**config.mk**
```make
export PLATFORM = sky130hd
export DESIGN_NAME = dmem_arbiter
export DESIGN_NICKNAME = d
export VERILOG_FILES = /design/src/rtl/dmem_arb_pkg.sv /design/src/rtl/dmem_arb_rr.sv /design/src/rtl/dmem_arbiter.sv
export SDC_FILE = /design/constraint.sdc
export NUM_CORES = 1
export LEC_CHECK = 0
export BUFFER_PORTS_ARGS = -buffer_cell sky130_fd_sc_hd__buf_2
export CELL_PAD_IN_SITES_DETAIL_PLACEMENT = 1
export CELL_PAD_IN_SITES_GLOBAL_PLACEMENT = 1
export CORE_AREA = 2 2 230 232
export CTS_CLUSTER_SIZE = 40
export DETAILED_ROUTE_END_ITERATION = 12
export DIE_AREA = 0 0 232 234
export PLACE_DENSITY_LB_ADDON = 0.1
export SYNTH_ARGS = -nofsm -noshare
export SYNTH_HDL_FRONTEND = slang
export SYNTH_SLANG_ARGS = --single-unit
```
**constraint.sdc**
```tcl
create_clock -name clk -period 2.2 [get_ports clk]
set_input_delay 0.22 -clock clk [delete_from_list [all_inputs] [get_ports clk]]
set_output_delay 0.22 -clock clk [all_outputs]
set_load 0.005 [all_outputs]
```
**src/rtl/dmem_arb_pkg.sv**
```systemverilog
// dmem_arb_pkg: shared types and constants for the two-requester data memory arbiter.
//   state_e  - controller phase (zero-fill pass, then normal arbitration)
//   req_id_e - requester identity, also the round-robin pointer encoding
//   req_t    - request payload as presented by a requester
//   rsp_t    - bookkeeping for the single in-flight response
package dmem_arb_pkg;

    localparam int unsigned DEPTH_DEFAULT = 1024;
    localparam int unsigned DATA_W        = 64;

    typedef enum logic {
        INIT = 1'b0,
        RUN  = 1'b1
    } state_e;

    typedef enum logic {
        REQ_A = 1'b0,
        REQ_B = 1'b1
    } req_id_e;

    typedef struct packed {
        logic              write;
        logic [DATA_W-1:0] addr;
        logic [DATA_W-1:0] wdata;
    } req_t;

    typedef struct packed {
        logic    valid;
        req_id_e owner;
        logic    read;
        logic    err;
    } rsp_t;

endpackage

```
**src/rtl/dmem_arb_rr.sv**
```systemverilog
// dmem_arb_rr: combinational 2-way round-robin picker.
//   valid[1:0] - request present (bit 0 = A, bit 1 = B)
//   ptr        - requester favoured when both are valid
//   grant[1:0] - one-hot grant (or zero when nothing is valid)
//   next_ptr   - pointer after this cycle: the loser of a grant, else ptr
module dmem_arb_rr
    import dmem_arb_pkg::*;
(
    input  logic [1:0] valid,
    input  req_id_e    ptr,
    output logic [1:0] grant,
    output req_id_e    next_ptr
);

    // Contention goes to ptr; a lone requester always wins.
    always_comb begin
        grant    = 2'b00;
        next_ptr = ptr;
        if (valid == 2'b11) begin
            grant = (ptr == REQ_A) ? 2'b01 : 2'b10;
        end else begin
            grant = valid;
        end
        if (grant[0]) begin
            next_ptr = REQ_B;
        end else if (grant[1]) begin
            next_ptr = REQ_A;
        end
    end

endmodule

```
**src/rtl/dmem_arbiter.sv**
```systemverilog
// dmem_arbiter: zero-fills a single-port data memory after reset, then shares it
// round-robin between requester A (load/store unit) and requester B (debug/DMA).
// Each accepted request gets exactly one response pulse one cycle later.
//   clk, rst_n                  - clock, synchronous active-low reset
//   a_req_* / b_req_*           - valid/ready request channels (write, addr, wdata)
//   a_rsp_* / b_rsp_*           - response pulse, read data, range error
//   mem_*                       - drive/return of the external registered-read memory
//   init_done                   - high once the zero-fill pass has completed
// Build option: define DMEM_ARB_RANGE_CHK_EN to flag addresses >= DEPTH as errors
// (no memory access, rsp_err=1); otherwise addresses wrap modulo DEPTH.
module dmem_arbiter
    import dmem_arb_pkg::*;
#(
    parameter int unsigned DEPTH  = DEPTH_DEFAULT,
    parameter int unsigned ADDR_W = 10
) (
    input  logic              clk,
    input  logic              rst_n,
    input  logic              a_req_valid,
    output logic              a_req_ready,
    input  logic              a_req_write,
    input  logic [DATA_W-1:0] a_req_addr,
    input  logic [DATA_W-1:0] a_req_wdata,
    output logic              a_rsp_valid,
    output logic [DATA_W-1:0] a_rsp_rdata,
    output logic              a_rsp_err,
    input  logic              b_req_valid,
    output logic              b_req_ready,
    input  logic              b_req_write,
    input  logic [DATA_W-1:0] b_req_addr,
    input  logic [DATA_W-1:0] b_req_wdata,
    output logic              b_rsp_valid,
    output logic [DATA_W-1:0] b_rsp_rdata,
    output logic              b_rsp_err,
    output logic [DATA_W-1:0] mem_address,
    output logic [DATA_W-1:0] mem_data_in,
    output logic              mem_write,
    output logic              mem_read,
    input  logic [DATA_W-1:0] mem_data_out,
    output logic              init_done
);

    state_e            state_q, state_d;
    logic [ADDR_W-1:0] init_cnt_q;
    req_id_e           rr_ptr_q, rr_next;
    logic [1:0]        grant;
    rsp_t              rsp_q, rsp_d;
    req_t              req_a, req_b, sel;
    logic              in_init;
    logic              sel_oob;

    assign req_a = {a_req_write, a_req_addr, a_req_wdata};
    assign req_b = {b_req_write, b_req_addr, b_req_wdata};

    // Reset held low behaves like INIT so no request can slip through mid-reset.
    assign in_init = !rst_n || (state_q == INIT);

    dmem_arb_rr u_rr (
        .valid    ({b_req_valid, a_req_valid} & {2{!in_init}}),
        .ptr      (rr_ptr_q),
        .grant    (grant),
        .next_ptr (rr_next)
    );

    assign sel = grant[1] ? req_b : req_a;

`ifdef DMEM_ARB_RANGE_CHK_EN
    assign sel_oob = (sel.addr >= 64'(DEPTH));
`else
    logic unused_addr_hi;
    assign unused_addr_hi = |sel.addr[DATA_W-1:ADDR_W];
    assign sel_oob        = 1'b0;
`endif

    // Next state, memory drive, handshakes and the response to be registered.
    always_comb begin
        state_d       = state_q;
        mem_address   = '0;
        mem_data_in   = '0;
        mem_write     = 1'b0;
        mem_read      = 1'b0;
        a_req_ready   = 1'b0;
        b_req_ready   = 1'b0;
        rsp_d.valid   = 1'b0;
        rsp_d.owner   = REQ_A;
        rsp_d.read    = 1'b0;
        rsp_d.err     = 1'b0;
        if (in_init) begin
            mem_write   = 1'b1;
            mem_address = DATA_W'(init_cnt_q);
            if ((state_q == INIT) && (init_cnt_q == ADDR_W'(DEPTH - 1))) begin
                state_d = RUN;
            end
        end else begin
            a_req_ready = grant[0];
            b_req_ready = grant[1];
            if (|grant) begin
                mem_address = DATA_W'(sel.addr[ADDR_W-1:0]);
                mem_data_in = sel.wdata;
                mem_write   = sel.write && !sel_oob;
                mem_read    = !sel.write && !sel_oob;
                rsp_d.valid = 1'b1;
                rsp_d.owner = grant[1] ? REQ_B : REQ_A;
                rsp_d.read  = !sel.write && !sel_oob;
                rsp_d.err   = sel_oob;
            end
        end
    end

    // State, fill counter, round-robin pointer and response pipeline.
    always_ff @(posedge clk) begin
        if (!rst_n) begin
            state_q    <= INIT;
            init_cnt_q <= '0;
            rr_ptr_q   <= REQ_A;
            rsp_q      <= '0;
            init_done  <= 1'b0;
        end else begin
            state_q   <= state_d;
            rsp_q     <= rsp_d;
            init_done <= (state_d == RUN);
            if (state_q == INIT) begin
                init_cnt_q <= (state_d == RUN) ? '0 : init_cnt_q + ADDR_W'(1);
            end
            if (|grant) begin
                rr_ptr_q <= rr_next;
            end
        end
    end

    // Read data comes straight from the memory's output register; gating with
    // rst_n drops a response that is in flight when reset asserts.
    assign a_rsp_valid = rst_n && rsp_q.valid && (rsp_q.owner == REQ_A);
    assign b_rsp_valid = rst_n && rsp_q.valid && (rsp_q.owner == REQ_B);
    assign a_rsp_rdata = (a_rsp_valid && rsp_q.read) ? mem_data_out : '0;
    assign b_rsp_rdata = (b_rsp_valid && rsp_q.read) ? mem_data_out : '0;
    assign a_rsp_err   = a_rsp_valid && rsp_q.err;
    assign b_rsp_err   = b_rsp_valid && rsp_q.err;

endmodule

```
==> metrics.yaml, run 1 <==
sta:
  period_share_pct: 90.2
  final_hold_fails: 0
  timing.final.crit_period_ns: 1.98
  pins_over_slew_limit: 0
  max-slew-margin-rel_pct: 62.7
  final.setup_skew_ns: 0.00224
  setup_slack_ns: 0.216
  rsz0062_at_grt: "no"
  max_slew.worst_pin.slew_ns: 0.553
  maxClockFrequency_mhz: 504
  finalHoldWorstSlack_ns: 0.241
  setup_viol: 0
  tns_setup_ns: 0
finish:
  final_cell_area_sq_um: 6320
  post_route_cells_drive_above_1_share_pct: 48.4
  layout.nets: 1283
  areaGrowthSynthToFinish_pct: 86.2
  finalNonFillerCells: 1645
yosys:
  synth-seq-cells: 15
  synth_area_per_cell_sq_um: 6.00
  asyncSetResetFlopFracSynth_pct: 0
  syn-cell-area_sq_um: 3390
  yosys.cell_types.count: 39
  ys.warnings.count: 0
  synth_seq_area_share_pct: 8.85
  ys_dominant_reg_cell: "sky130_fd_sc_hd__dfxtp_1"
  gate_count_of_the_mapped_netlist: 566
  synth_enable_flop_cells: 0
critical_path:
  worstPathArrival_ns: 1.76
  worst-endpoint-required_ns: 1.98
  reg2reg_to: "init_cnt_q[5]$_SDFFE_PN0N_"
  r2r_slack_ns: 0.36
  r2r.worst_path.cells: 4
  worstPathMaxFanout: 49
  rr_startpoint: "init_cnt_q[0]$_SDFFE_PN0N_"
  critPathCaptureType: "primary output"
  start_kind: "flop"
  worst-setup-path-type: "reg2out"
  worstSetupEndpoint: "mem_data_in[29]"
grt:
  groute.usage.overall_pct: 8.71
  largest_net_degree_at_the_start_of_global_routing: 66
  grt_overflow: 0
  antenna_found_initial: 5
  grt_pass1_vias: 5565
  grt_pass1_wl_microns: 35900
routing:
  final_routed_wirelength_microns: 26200
  drt-pass1-iter-count: 4
  ant_nets: 0
  drt_iter0_markers: 163
  m1WireLength_microns: 8960
  routed-via-count: 5605
  detailed_route_wirelength_on_metal2_microns: 14300
  detailroute.wirelength.met3_microns: 2700
  post_drt_wl_per_cell_microns: 15.9
  highest-signal-layer: "met5"
  drc: 0
  viasPerCell: 3.41
clock_tree:
  tritoncts.num_buffers: 3
  tritoncts: "yes"
  htreeDepth: 1
  cts_max_path_buffers: 2
  resize_count_post_cts: 0
  ctsRootBufferMaster: "sky130_fd_sc_hd__clkbuf_16"
  clock_transition_at_the_registers_of_the_reported_paths_ns: 0.05
  clk_latency_ns: 0.25
  tritoncts_num_sinks: 15
  cts.repair_timing.setup_buffer_count: 0
  post_cts_hold_buffer_count: 0
die:
  dieArea_sq_um: 54300
  initial_core_util_pct: 6.52
  num_rows: 84
  io_pins: 591
  dieHeight_microns: 234
  die_span_in_x_microns: 232
  floorplan.core_area_sq_um: 52000
place:
  worst_setup_slack_after_placement_ns: 0.405
  post-dp-hpwl_microns: 20900
  place.port_buffers: 426
  placed_cell_area_sq_um: 6230
  post-place-cells: 1639
  finalWeightedCongestion: 0.656
power:
  power_per_unit_of_standard_cell_area_nw_per_um2: 165
  vdd.ir_drop.worst_mv: 0.217
  power_leakage_nw: 3.47
min_path:
  worst_hold_path_type: "in2reg"
run:
  cap_viol_max_count: 0
status:
  status: "finished clean"
power by group:
part / total [mW] / internal, mW / switching [mW] / leakage (nW)
sequential: 0.298 / 0.281 / 0.0168 / 0.122
clock: 0.369 / 0.246 / 0.123 / 0.0382
combinational: 0.376 / 0.188 / 0.188 / 3.31
flip-flops by register name (all words and copies together) (netlist names), named ones only:
signal / flops
rsp_q: 3
init_cnt_q: 10
rr_ptr_q: 1
how the worst min path moves through the flow:
stage                      startpoint                   to  slack [ns]  depth (start not counted)
after floorplan           a_req_write  rsp_q[1]$_SDFF_PP0_        0.32                          1
after global placement    a_req_write  rsp_q[1]$_SDFF_PP0_        0.51                          2
after detailed placement  a_req_write  rsp_q[1]$_SDFF_PP0_        0.51                          2
after CTS                 a_req_write  rsp_q[1]$_SDFF_PP0_        0.25                          2
after global routing      a_req_write  rsp_q[1]$_SDFF_PP0_        0.25                          2
final                     a_req_write  rsp_q[1]$_SDFF_PP0_        0.24                          2
cell usage in the layout, fill, tap and decap left out, types with 2 or more instances in the layout:
| master | Yosys | routed |
|---|---|---|
| sky130_fd_sc_hd__o21ai_0 | 70 | 70 |
| sky130_fd_sc_hd__or4_1 | 3 | 3 |
| sky130_fd_sc_hd__nand3_1 | 79 | 78 |
| sky130_fd_sc_hd__nand3b_1 | 3 | 3 |
| sky130_fd_sc_hd__diode_2 | 0 | 2 |
| sky130_fd_sc_hd__buf_4 | 56 | 12 |
| sky130_fd_sc_hd__and3_2 | 0 | 2 |
| sky130_fd_sc_hd__buf_12 | 0 | 10 |
| sky130_fd_sc_hd__o211ai_1 | 12 | 12 |
| sky130_fd_sc_hd__a21oi_1 | 69 | 69 |
| sky130_fd_sc_hd__inv_1 | 6 | 6 |
| sky130_fd_sc_hd__and3_1 | 67 | 65 |
| sky130_fd_sc_hd__and2_1 | 64 | 64 |
| sky130_fd_sc_hd__conb_1 | 1 | 56 |
| sky130_fd_sc_hd__nand2_1 | 29 | 29 |
| sky130_fd_sc_hd__nor2_1 | 4 | 4 |
| sky130_fd_sc_hd__or3_1 | 4 | 4 |
| sky130_fd_sc_hd__dfxtp_1 | 15 | 14 |
| sky130_fd_sc_hd__buf_2 | 15 | 426 |
| sky130_fd_sc_hd__a211oi_1 | 2 | 2 |
| sky130_fd_sc_hd__clkbuf_16 | 0 | 3 |
| sky130_fd_sc_hd__nand3_2 | 1 | 2 |
cell type report:
type | instances | area, sq um
multi-input cells | 482 | 2630
well taps | 688 | 861
fillers | 6457 | 45700
inverters | 6 | 22.5
flip-flops and latches | 15 | 302
repair buffers | 448 | 2420
clock buffers | 4 | 78.8
diodes | 2 | 5.00
routing by layer:
metal	track usage, %	up-vias
met1	8.31	2628
li1	-	2665
met2	18.0	292
met3	3.20	12
met5	0	-
met4	1.00	8
logic make-up after synthesis:
family                     count (synthesis)  synth area share (%)
buffers and inverters                    124                  20.7
and+or+nand+nor                          262                  43.7
adders and majority gates                  1                 0.369
DFF                                       15                  8.85
AOI/OAI and AO/OA                        162                  26.0
xor gates and xnor gates                   1                 0.258
other                                      1                 0.111
through the flow:
step | util (%) | power, mW
final | 12.1 | 1.04
after floorplan | - | 0.482
after CTS | 12.1 | 1.07
after detailed placement | 12.0 | 0.686
after global placement | 12.0 | 0.685
after global routing | 12.1 | 1.12
cell usage after synthesis (all sizes together), types with 2 or more instances:
| cell type | number | area, sq um |
|---|---|---|
| a21oi | 69 | 345 |
| inv | 6 | 22.5 |
| a211oi | 2 | 15.0 |
| o21ai | 70 | 350 |
| nand3 | 80 | 405 |
| nand3b | 3 | 22.5 |
| nor2b | 2 | 12.5 |
| and3 | 67 | 419 |
| clkbuf | 38 | 143 |
| buf | 80 | 537 |
| nand2 | 29 | 109 |
| nor2 | 4 | 15.0 |
| or3 | 5 | 32.5 |
| o211ai | 12 | 90.1 |
| and2 | 64 | 400 |
| or4 | 3 | 22.5 |
| dfxtp | 15 | 300 |
worst max-delay path: stages (launching register included):
cell and delay (ns):
sky130_fd_sc_hd__dfxtp_1 0.36, sky130_fd_sc_hd__buf_4 0.25, sky130_fd_sc_hd__nand3_2 0.13, sky130_fd_sc_hd__buf_12 0.18, sky130_fd_sc_hd__o21ai_0 0.26, sky130_fd_sc_hd__a21oi_1 0.11, sky130_fd_sc_hd__buf_2 0.14
No activity file was read; power rests on OpenSTA's default activity.
==> inputs of run 2 (changes only) <==
--- a/config.mk
+++ b/config.mk
@@ -12,7 +12,9 @@
 export CTS_CLUSTER_SIZE = 40
 export DETAILED_ROUTE_END_ITERATION = 12
 export DIE_AREA = 0 0 232 234
+export MAX_ROUTING_LAYER = met4
 export PLACE_DENSITY_LB_ADDON = 0.1
 export SYNTH_ARGS = -nofsm -noshare
 export SYNTH_HDL_FRONTEND = slang
 export SYNTH_SLANG_ARGS = --single-unit
+export TNS_END_PERCENT = 1
==> run 2 against run 1 <==
  * Final area grew 0.20%
  * Total power about the same
  * Hold slack got worse by 0.0082 ns
  * Wire length about the same
  * Critical endpoint is now mem_data_in[36]
  * Clock power barely moved
  * Cell count is 0.30% higher
  * Die area is the same
==> metrics.yaml, run 2 (same netlist as run 1, synthesis figures left out) <==
status:
  status: "finished clean"
clock_tree:
  ctsRootBufferMaster: "sky130_fd_sc_hd__clkbuf_16"
  post_cts_hold_buffer_count: 0  # unchanged
  tritoncts: "yes"
  resize_count_post_cts: 0  # unchanged
  cts.repair_timing.setup_buffer_count: 0  # unchanged
  clock_transition_at_the_registers_of_the_reported_paths_ns: 0.05  # about the same
  htreeDepth: 1  # unchanged
  tritoncts.num_buffers: 3  # unchanged
  tritoncts_num_sinks: 15  # unchanged
  clk_latency_ns: 0.25  # about the same
  cts_max_path_buffers: 2  # unchanged
min_path:
  holdPathStages: 2  # unchanged
  timing.hold.worst.start: "a_req_write"
  worst_hold_path_type: "in2reg"
routing:
  routed-via-count: 5587  # -0.32%
  final_routed_wirelength_microns: 26200  # about the same
  post_drt_wl_per_cell_microns: 15.9  # -0.22%
  drt_iter0_markers: 179  # +9.8%
  viasPerCell: 3.39  # -0.62%
  drc: 0  # unchanged
  drt-pass1-iter-count: 4  # unchanged
  ant_nets: 0  # unchanged
place:
  post-dp-hpwl_microns: 20900  # unchanged
  place.port_buffers: 426  # unchanged
  worst_setup_slack_after_placement_ns: 0.405  # unchanged
  finalWeightedCongestion: 0.662  # +0.91%
finish:
  layout.nets: 1283  # unchanged
  largest_register_ffs: 10  # unchanged
  mostFrequentLayoutCell: "sky130_fd_sc_hd__buf_2"
  final_cell_mix: "sky130_fd_sc_hd__buf_2, sky130_fd_sc_hd__nand3_1, sky130_fd_sc_hd__o21ai_0"
  largest_register: "init_cnt_q"
  post_route_cells_drive_above_1_share_pct: 48.4  # unchanged
  reg_top3: "init_cnt_q (10), rsp_q (3), rr_ptr_q (1)"
  areaGrowthSynthToFinish_pct: 86.5
die:
  num_rows: 84  # unchanged
  dieArea_sq_um: 54300  # unchanged
  die_span_in_x_microns: 232  # unchanged
  dieHeight_microns: 234  # unchanged
  floorplan.core_area_sq_um: 52000  # unchanged
  initial_core_util_pct: 6.52  # unchanged
  io_pins: 591  # unchanged
critical_path:
  start_kind: "flop"
  r2r.worst_path.cells: 4  # unchanged
  cpPeakStageDelay_ns: 0.45  # +0.09 ns
  worst-setup-path-type: "reg2out"
  critPathCaptureType: "primary output"
  worstPathArrival_ns: 1.76  # about the same
  crit_path_top_delay_cell: "sky130_fd_sc_hd__dfxtp_1"
  crit_start: "rr_ptr_q$_SDFFE_PN0P_"
  worst-endpoint-required_ns: 1.98  # about the same
  worstPathMaxFanout: 35  # -29%
  critical_path.most_common_cell: "sky130_fd_sc_hd__buf_12"
  rr_startpoint: "init_cnt_q[0]$_SDFFE_PN0N_"
  path_cells: "nand2b_4, buf_12, buf_12, nand3_1, a21oi_1, buf_2"
power:
  vdd.ir_drop.worst_mv: 0.218  # +0.61%
  power_per_unit_of_standard_cell_area_nw_per_um2: 165  # -0.14%
  power_leakage_nw: 3.47  # about the same
grt:
  groute.usage.overall_pct: 9.00  # +0.28 points
  grt_overflow: 0  # unchanged
  antenna_found_initial: 6  # +1
  grt_pass1_vias: 5567  # +0.036%
  grt_pass1_wl_microns: 35900  # -0.15%
  largest_net_degree_at_the_start_of_global_routing: 66  # unchanged
sta:
  max-slew-margin-rel_pct: 63.0  # +0.23 points
  pins_over_slew_limit: 0  # unchanged
  final_hold_fails: 0  # unchanged
  maxClockFrequency_mhz: 506  # +0.38%
  tns_setup_ns: 0  # unchanged
  rsz0062_at_grt: "no"
  setup_viol: 0  # unchanged
  finalHoldWorstSlack_ns: 0.232  # -0.00819 ns
  final.setup_skew_ns: 0.00238  # +0.000136 ns
  max_slew.worst_pin.slew_ns: 0.550  # -0.00338 ns
  period_share_pct: 89.9  # -0.35 points
  setup_slack_ns: 0.223  # +0.00760 ns
  timing.final.crit_period_ns: 1.98  # -0.00760 ns
run:
  cap_viol_max_count: 0  # unchanged
run 2: cell types whose count changed in the layout (fill, tap and decap cells not counted):
cell,delta
sky130_fd_sc_hd__diode_2,+5
run 2: path summary, 6_finish.rpt:
path | slack [ns] | endpoint
max | 0.22 | mem_data_in[36]
min | 0.23 | rsp_q[1]$_SDFF_PP0_
max reg2reg | 0.37 | init_cnt_q[5]$_SDFFE_PN0N_
min reg2reg | 0.56 | init_cnt_q[1]$_SDFFE_PN0N_
run 2: critical path: cells and delay by family (launching register included):
| family | cells | cell delay (ns) |
|---|---|---|
| buffers and inverters | 3 | 0.59 |
| flip-flops | 1 | 0.45 |
| AND/OR/NAND/NOR | 2 | 0.30 |
| AO/OA/AOI/OAI | 1 | 0.14 |
run 2: layer usage:
layer	wire, microns	global-route usage [%]	vias to the layer above
li1	-	-	2674
met1	9410	8.72	2619
met2	14300	17.9	290
met3	2360	2.70	4
met4	184	1.00	0
met5	0	-	-
run 2: cell type report:
type | instances | area [sq um]
Fill cell | 6460 | 45700
Multi-Input combinational cell | 482 | 2630
Timing Repair Buffer | 448 | 2420
Tap cell | 688 | 861
Sequential cell | 15 | 302
Clock buffer | 4 | 78.8
Inverter | 6 | 22.5
Antenna cell | 7 | 17.5
run 2: per-stage QoR:
stage / instances / utilization [%] / power, mW / cell area [sq um]
after floorplan: 621 / - / 0.482 / 3600
after global placement: 1639 / 12.0 / 0.685 / 6230
after detailed placement: 1639 / 12.0 / 0.686 / 6230
after CTS: 1643 / 12.1 / 1.07 / 6310
after global routing: 1649 / 12.2 / 1.13 / 6330
final: 1650 / 12.2 / 1.04 / 6330
run 2: where the power goes:
group / internal, mW / leakage, nW / total, mW / switching (mW)
Sequential: 0.281 / 0.122 / 0.298 / 0.0167
Combinational: 0.188 / 3.31 / 0.376 / 0.188
Clock: 0.246 / 0.0382 / 0.370 / 0.124
Total: 0.716 / 3.47 / 1.04 / 0.328
==> inputs of run 3 (changes only) <==
--- a/config.mk
+++ b/config.mk
@@ -5,13 +5,14 @@
 export SDC_FILE = /design/constraint.sdc
 export NUM_CORES = 1
 export LEC_CHECK = 0
+export ABC_AREA = 1
 export BUFFER_PORTS_ARGS = -buffer_cell sky130_fd_sc_hd__buf_2
 export CELL_PAD_IN_SITES_DETAIL_PLACEMENT = 1
 export CELL_PAD_IN_SITES_GLOBAL_PLACEMENT = 1
-export CORE_AREA = 2 2 230 232
+export CORE_AREA = 2 2 232 234
 export CTS_CLUSTER_SIZE = 40
 export DETAILED_ROUTE_END_ITERATION = 12
-export DIE_AREA = 0 0 232 234
+export DIE_AREA = 0 0 234 236
 export MAX_ROUTING_LAYER = met4
 export PLACE_DENSITY_LB_ADDON = 0.1
 export SYNTH_ARGS = -nofsm -noshare
==> constraint.sdc (replaced) <==
create_clock -name clk -period 2 [get_ports clk]
set_input_delay 0.2 -clock clk [delete_from_list [all_inputs] [get_ports clk]]
set_output_delay 0.2 -clock clk [all_outputs]
set_load 0.005 [all_outputs]
==> run 3 against run 2 <==
  * Critical path depth rose by 2
  * First-iteration DRC count fell by 37%
  * Synthesized cell count rose by 10%
  * Total power rose by 5.8%
  * Critical path type unchanged
==> metrics.yaml, run 3 <==
status:
  status: "finished clean"
power:
  sw_ratio_pct: 30.2  # -1.3 points
  pwr-share-comb_pct: 33.7  # -2.3 points
  power_leakage_nw: 3.85  # +11%
  vdd.ir_drop.worst_mv: 0.206  # -5.7%
  internal_power_mw: 0.771  # +7.8%
  power_per_unit_of_standard_cell_area_nw_per_um2: 175  # +6.4%
  total_power_mw: 1.10  # +5.8%
  power_spent_charging_and_discharging_nets_mw: 0.334  # +1.6%
  clock_power_share_pct: 38.3  # +2.8 points
  p_seq_share_pct: 27.9  # -0.7 points
finish:
  mostFrequentLayoutCell: "sky130_fd_sc_hd__buf_2"
  largest_register_ffs: 10  # unchanged
  areaGrowthSynthToFinish_pct: 97.5
  largest_register: "init_cnt_q"
  final_cell_area_sq_um: 6300  # -0.47%
  layout.nets: 1378  # +7.4%
  reg_top3: "init_cnt_q (10), rsp_q (3), rr_ptr_q (1)"
  post_route_cells_drive_above_1_share_pct: 46.9  # -1.5 points
  final_cell_mix: "sky130_fd_sc_hd__buf_2, sky130_fd_sc_hd__nor2_1, sky130_fd_sc_hd__inv_1"
critical_path:
  path_cells: "nand2_4, nor2_4, inv_2, nand2_8, buf_12, o21ai_0, nor2_1, buf_2"
  worstPathMaxFanout: 23  # -34%
  r2r_slack_ns: 0.43  # +0.06 ns
  worst-path-buf-inv: 3  # unchanged
  r2r.worst_path.cells: 8  # +4
  critPathCaptureType: "primary output"
  worst-setup-path-type: "reg2out"
  rr_startpoint: "init_cnt_q[0]$_SDFFE_PN0N_"
  timing.critical_path.max_delay_family: "simple AND/OR/NAND/NOR gates"
  worstPathArrival_ns: 1.73  # -0.03 ns
  worst-endpoint-required_ns: 1.80  # -0.18 ns
  reg2reg_to: "init_cnt_q[7]$_SDFFE_PN0N_"
  start_kind: "flop"
  crit_path_top_delay_cell: "sky130_fd_sc_hd__dfxtp_2"
  cpPeakStageDelay_ns: 0.34  # -0.11 ns
routing:
  routed-via-count: 5093  # -8.8%
  drt-pass1-iter-count: 4  # unchanged
  viasPerCell: 2.91  # -14%
  final_routed_wirelength_microns: 24100  # -8.1%
  drt_iter0_markers: 113  # -37%
  drc: 0  # unchanged
  post_drt_wl_per_cell_microns: 13.8  # -13%
  ant_nets: 0  # unchanged
sta:
  maxClockFrequency_mhz: 519
  setup_viol: 0  # unchanged
  rsz0062_at_grt: "yes"
  period_share_pct: 96.4
  final.setup_skew_ns: 0.00986  # +0.00749 ns
  timing.final.crit_period_ns: 1.93
  final_hold_fails: 0  # unchanged
  pins_over_slew_limit: 0  # unchanged
yosys:
  synth-seq-cells: 15  # unchanged
  synth_enable_flop_cells: 0  # unchanged
  gate_count_of_the_mapped_netlist: 623  # +10%
  synth.top_cell.area_share_pct: 31.9  # +20 points
  yosys.cell_types.count: 32  # -18%
  synth_area_per_cell_sq_um: 5.12  # -15%
  yosys.cell_count.top_type: "sky130_fd_sc_hd__nor2_1"
  synth_seq_area_share_pct: 9.42  # +0.57 points
  ys.warnings.count: 0  # unchanged
  syn-cell-area_sq_um: 3190  # -6.0%
  netlist_top_cells_area: "sky130_fd_sc_hd__nor2_1, sky130_fd_sc_hd__buf_4, sky130_fd_sc_hd__inv_1"
  ys_dominant_reg_cell: "sky130_fd_sc_hd__dfxtp_1"
  asyncSetResetFlopFracSynth_pct: 0  # unchanged
  synth_common_cells: "sky130_fd_sc_hd__nor2_1, sky130_fd_sc_hd__inv_1, sky130_fd_sc_hd__buf_4, sky130_fd_sc_hd__o21ai_0, sky130_fd_sc_hd__nand2_1"
  synth.largest_area_cell: "sky130_fd_sc_hd__nor2_1"
clock_tree:
  clk_latency_ns: 0.26  # about the same
  cts_max_path_buffers: 2  # unchanged
  post_cts_hold_buffer_count: 0  # unchanged
  htreeDepth: 1  # unchanged
  tritoncts_num_sinks: 15  # unchanged
  ctsRootBufferMaster: "sky130_fd_sc_hd__clkbuf_16"
  clock_transition_at_the_registers_of_the_reported_paths_ns: 0.06  # about the same
  tritoncts: "yes"
  tritoncts.num_buffers: 3  # unchanged
die:
  io_pins: 591  # unchanged
  dieHeight_microns: 236  # +0.85%
  num_rows: 85  # +1.2%
  floorplan.core_area_sq_um: 53100  # +2.0%
  initial_core_util_pct: 6.01  # -0.51 points
  die_span_in_x_microns: 234  # +0.86%
  dieArea_sq_um: 55200  # +1.7%
grt:
  groute.usage.overall_pct: 8.03  # -0.97 points
  largest_net_degree_at_the_start_of_global_routing: 59  # -11%
  grt_pass1_vias: 5116  # -8.1%
  antenna_found_initial: 4  # -2
  grt_pass1_wl_microns: 32600  # -9.0%
  grt_overflow: 0  # unchanged
place:
  post-dp-hpwl_microns: 19800  # -5.3%
  placed_cell_area_sq_um: 6020  # -3.5%
  place.port_buffers: 426  # unchanged
  finalWeightedCongestion: 0.678  # +2.3%
min_path:
  timing.hold.worst.start: "a_req_valid"
  worst_hold_path_type: "in2reg"
  holdPathStages: 3  # +1
  worst_hold_path.endpoint: "rr_ptr_q$_SDFFE_PN0P_"
run:
  cap_viol_max_count: 0  # unchanged
[run 3: logic make-up (layout without fill, tap and decap cells)]
group | Yosys count | count (layout) | synth area share, %
AND/OR/NAND/NOR | 318 | 318 | 39.0
buffers and inverters | 186 | 558 | 32.8
AO/OA/AOI/OAI | 98 | 98 | 17.1
flip-flops | 15 | 15 | 9.42
XOR/XNOR | 4 | 4 | 1.10
adder cells (fa/ha/maj) | 1 | 1 | 0.392
other | 1 | 60 | 0.118
[run 3: power groups by stage]
stage / combinational [mW] / sequential [mW] / clock, mW
detailed placement: 0.371 / 0.315 / 0
global route: 0.432 / 0.310 / 0.454
finish: 0.373 / 0.309 / 0.423
global placement: 0.366 / 0.315 / 0
CTS: 0.375 / 0.308 / 0.446
floorplan: 0.206 / 0.314 / 0
[run 3: per-layer routing]
metal / part of all wire [%] / track usage (%) / wire length, microns
met5: 0 / - / 0
met3: 9.1 / 2.36 / 2190
met2: 51 / 14.5 / 12300
met4: 0.28 / 0.806 / 68
met1: 40 / 8.92 / 9560
[run 3: how the worst max path moves through the flow]
| stage | slack, ns | startpoint | cells past startpoint | endpoint |
|---|---|---|---|---|
| after detailed placement | 0.06 | rst_n | 9 | mem_data_in[32] |
| after floorplan | 0.56 | flop | 8 | mem_data_in[34] |
| after global routing | -0.07 | flop | 9 | mem_data_in[15] |
| after CTS | -0.13 | flop | 7 | mem_address[6] |
| final | 0.07 | flop | 8 | mem_data_in[62] |
| after global placement | 0.02 | rst_n | 9 | mem_data_in[32] |
[run 3: through the flow]
| step | hold slack [ns] | TNS [ns] | util (%) | worst slack [ns] | std cells |
|---|---|---|---|---|---|
| floorplan | 0.405 | 0 | - | 0.563 | 678 |
| global placement | 0.492 | 0 | 11.3 | 0.0238 | 1736 |
| detailed placement | 0.495 | 0 | 11.3 | 0.0610 | 1736 |
| CTS | 0.281 | -0.246 | 11.5 | -0.126 | 1740 |
| global route | 0.354 | -0.398 | 11.9 | -0.0661 | 1750 |
| finish | 0.331 | 0 | 11.9 | 0.0714 | 1750 |
[run 3: area by class of cell]
cell class / count / area, sq um
fill: 6655 / 46800
timing repair buffer: 461 / 2570
multi-input combinational: 477 / 2090
tap: 696 / 871
inverter: 93 / 370
sequential: 15 / 302
clock buffer: 3 / 75.1
antenna: 4 / 10.0
clock inverter: 1 / 7.51
[run 3: timing repair]
item	in CTS	in global routing
resized for setup	3	24
setup endpoints to repair	62	44
pin swaps	0	3
gates cloned	0	2
setup buffers	0	4
[run 3: tightest hold or removal path: stages]
cell	delay, ns
sky130_fd_sc_hd__buf_2	0.11
sky130_fd_sc_hd__nand2_2	0.13
sky130_fd_sc_hd__a211oi_1	0.09
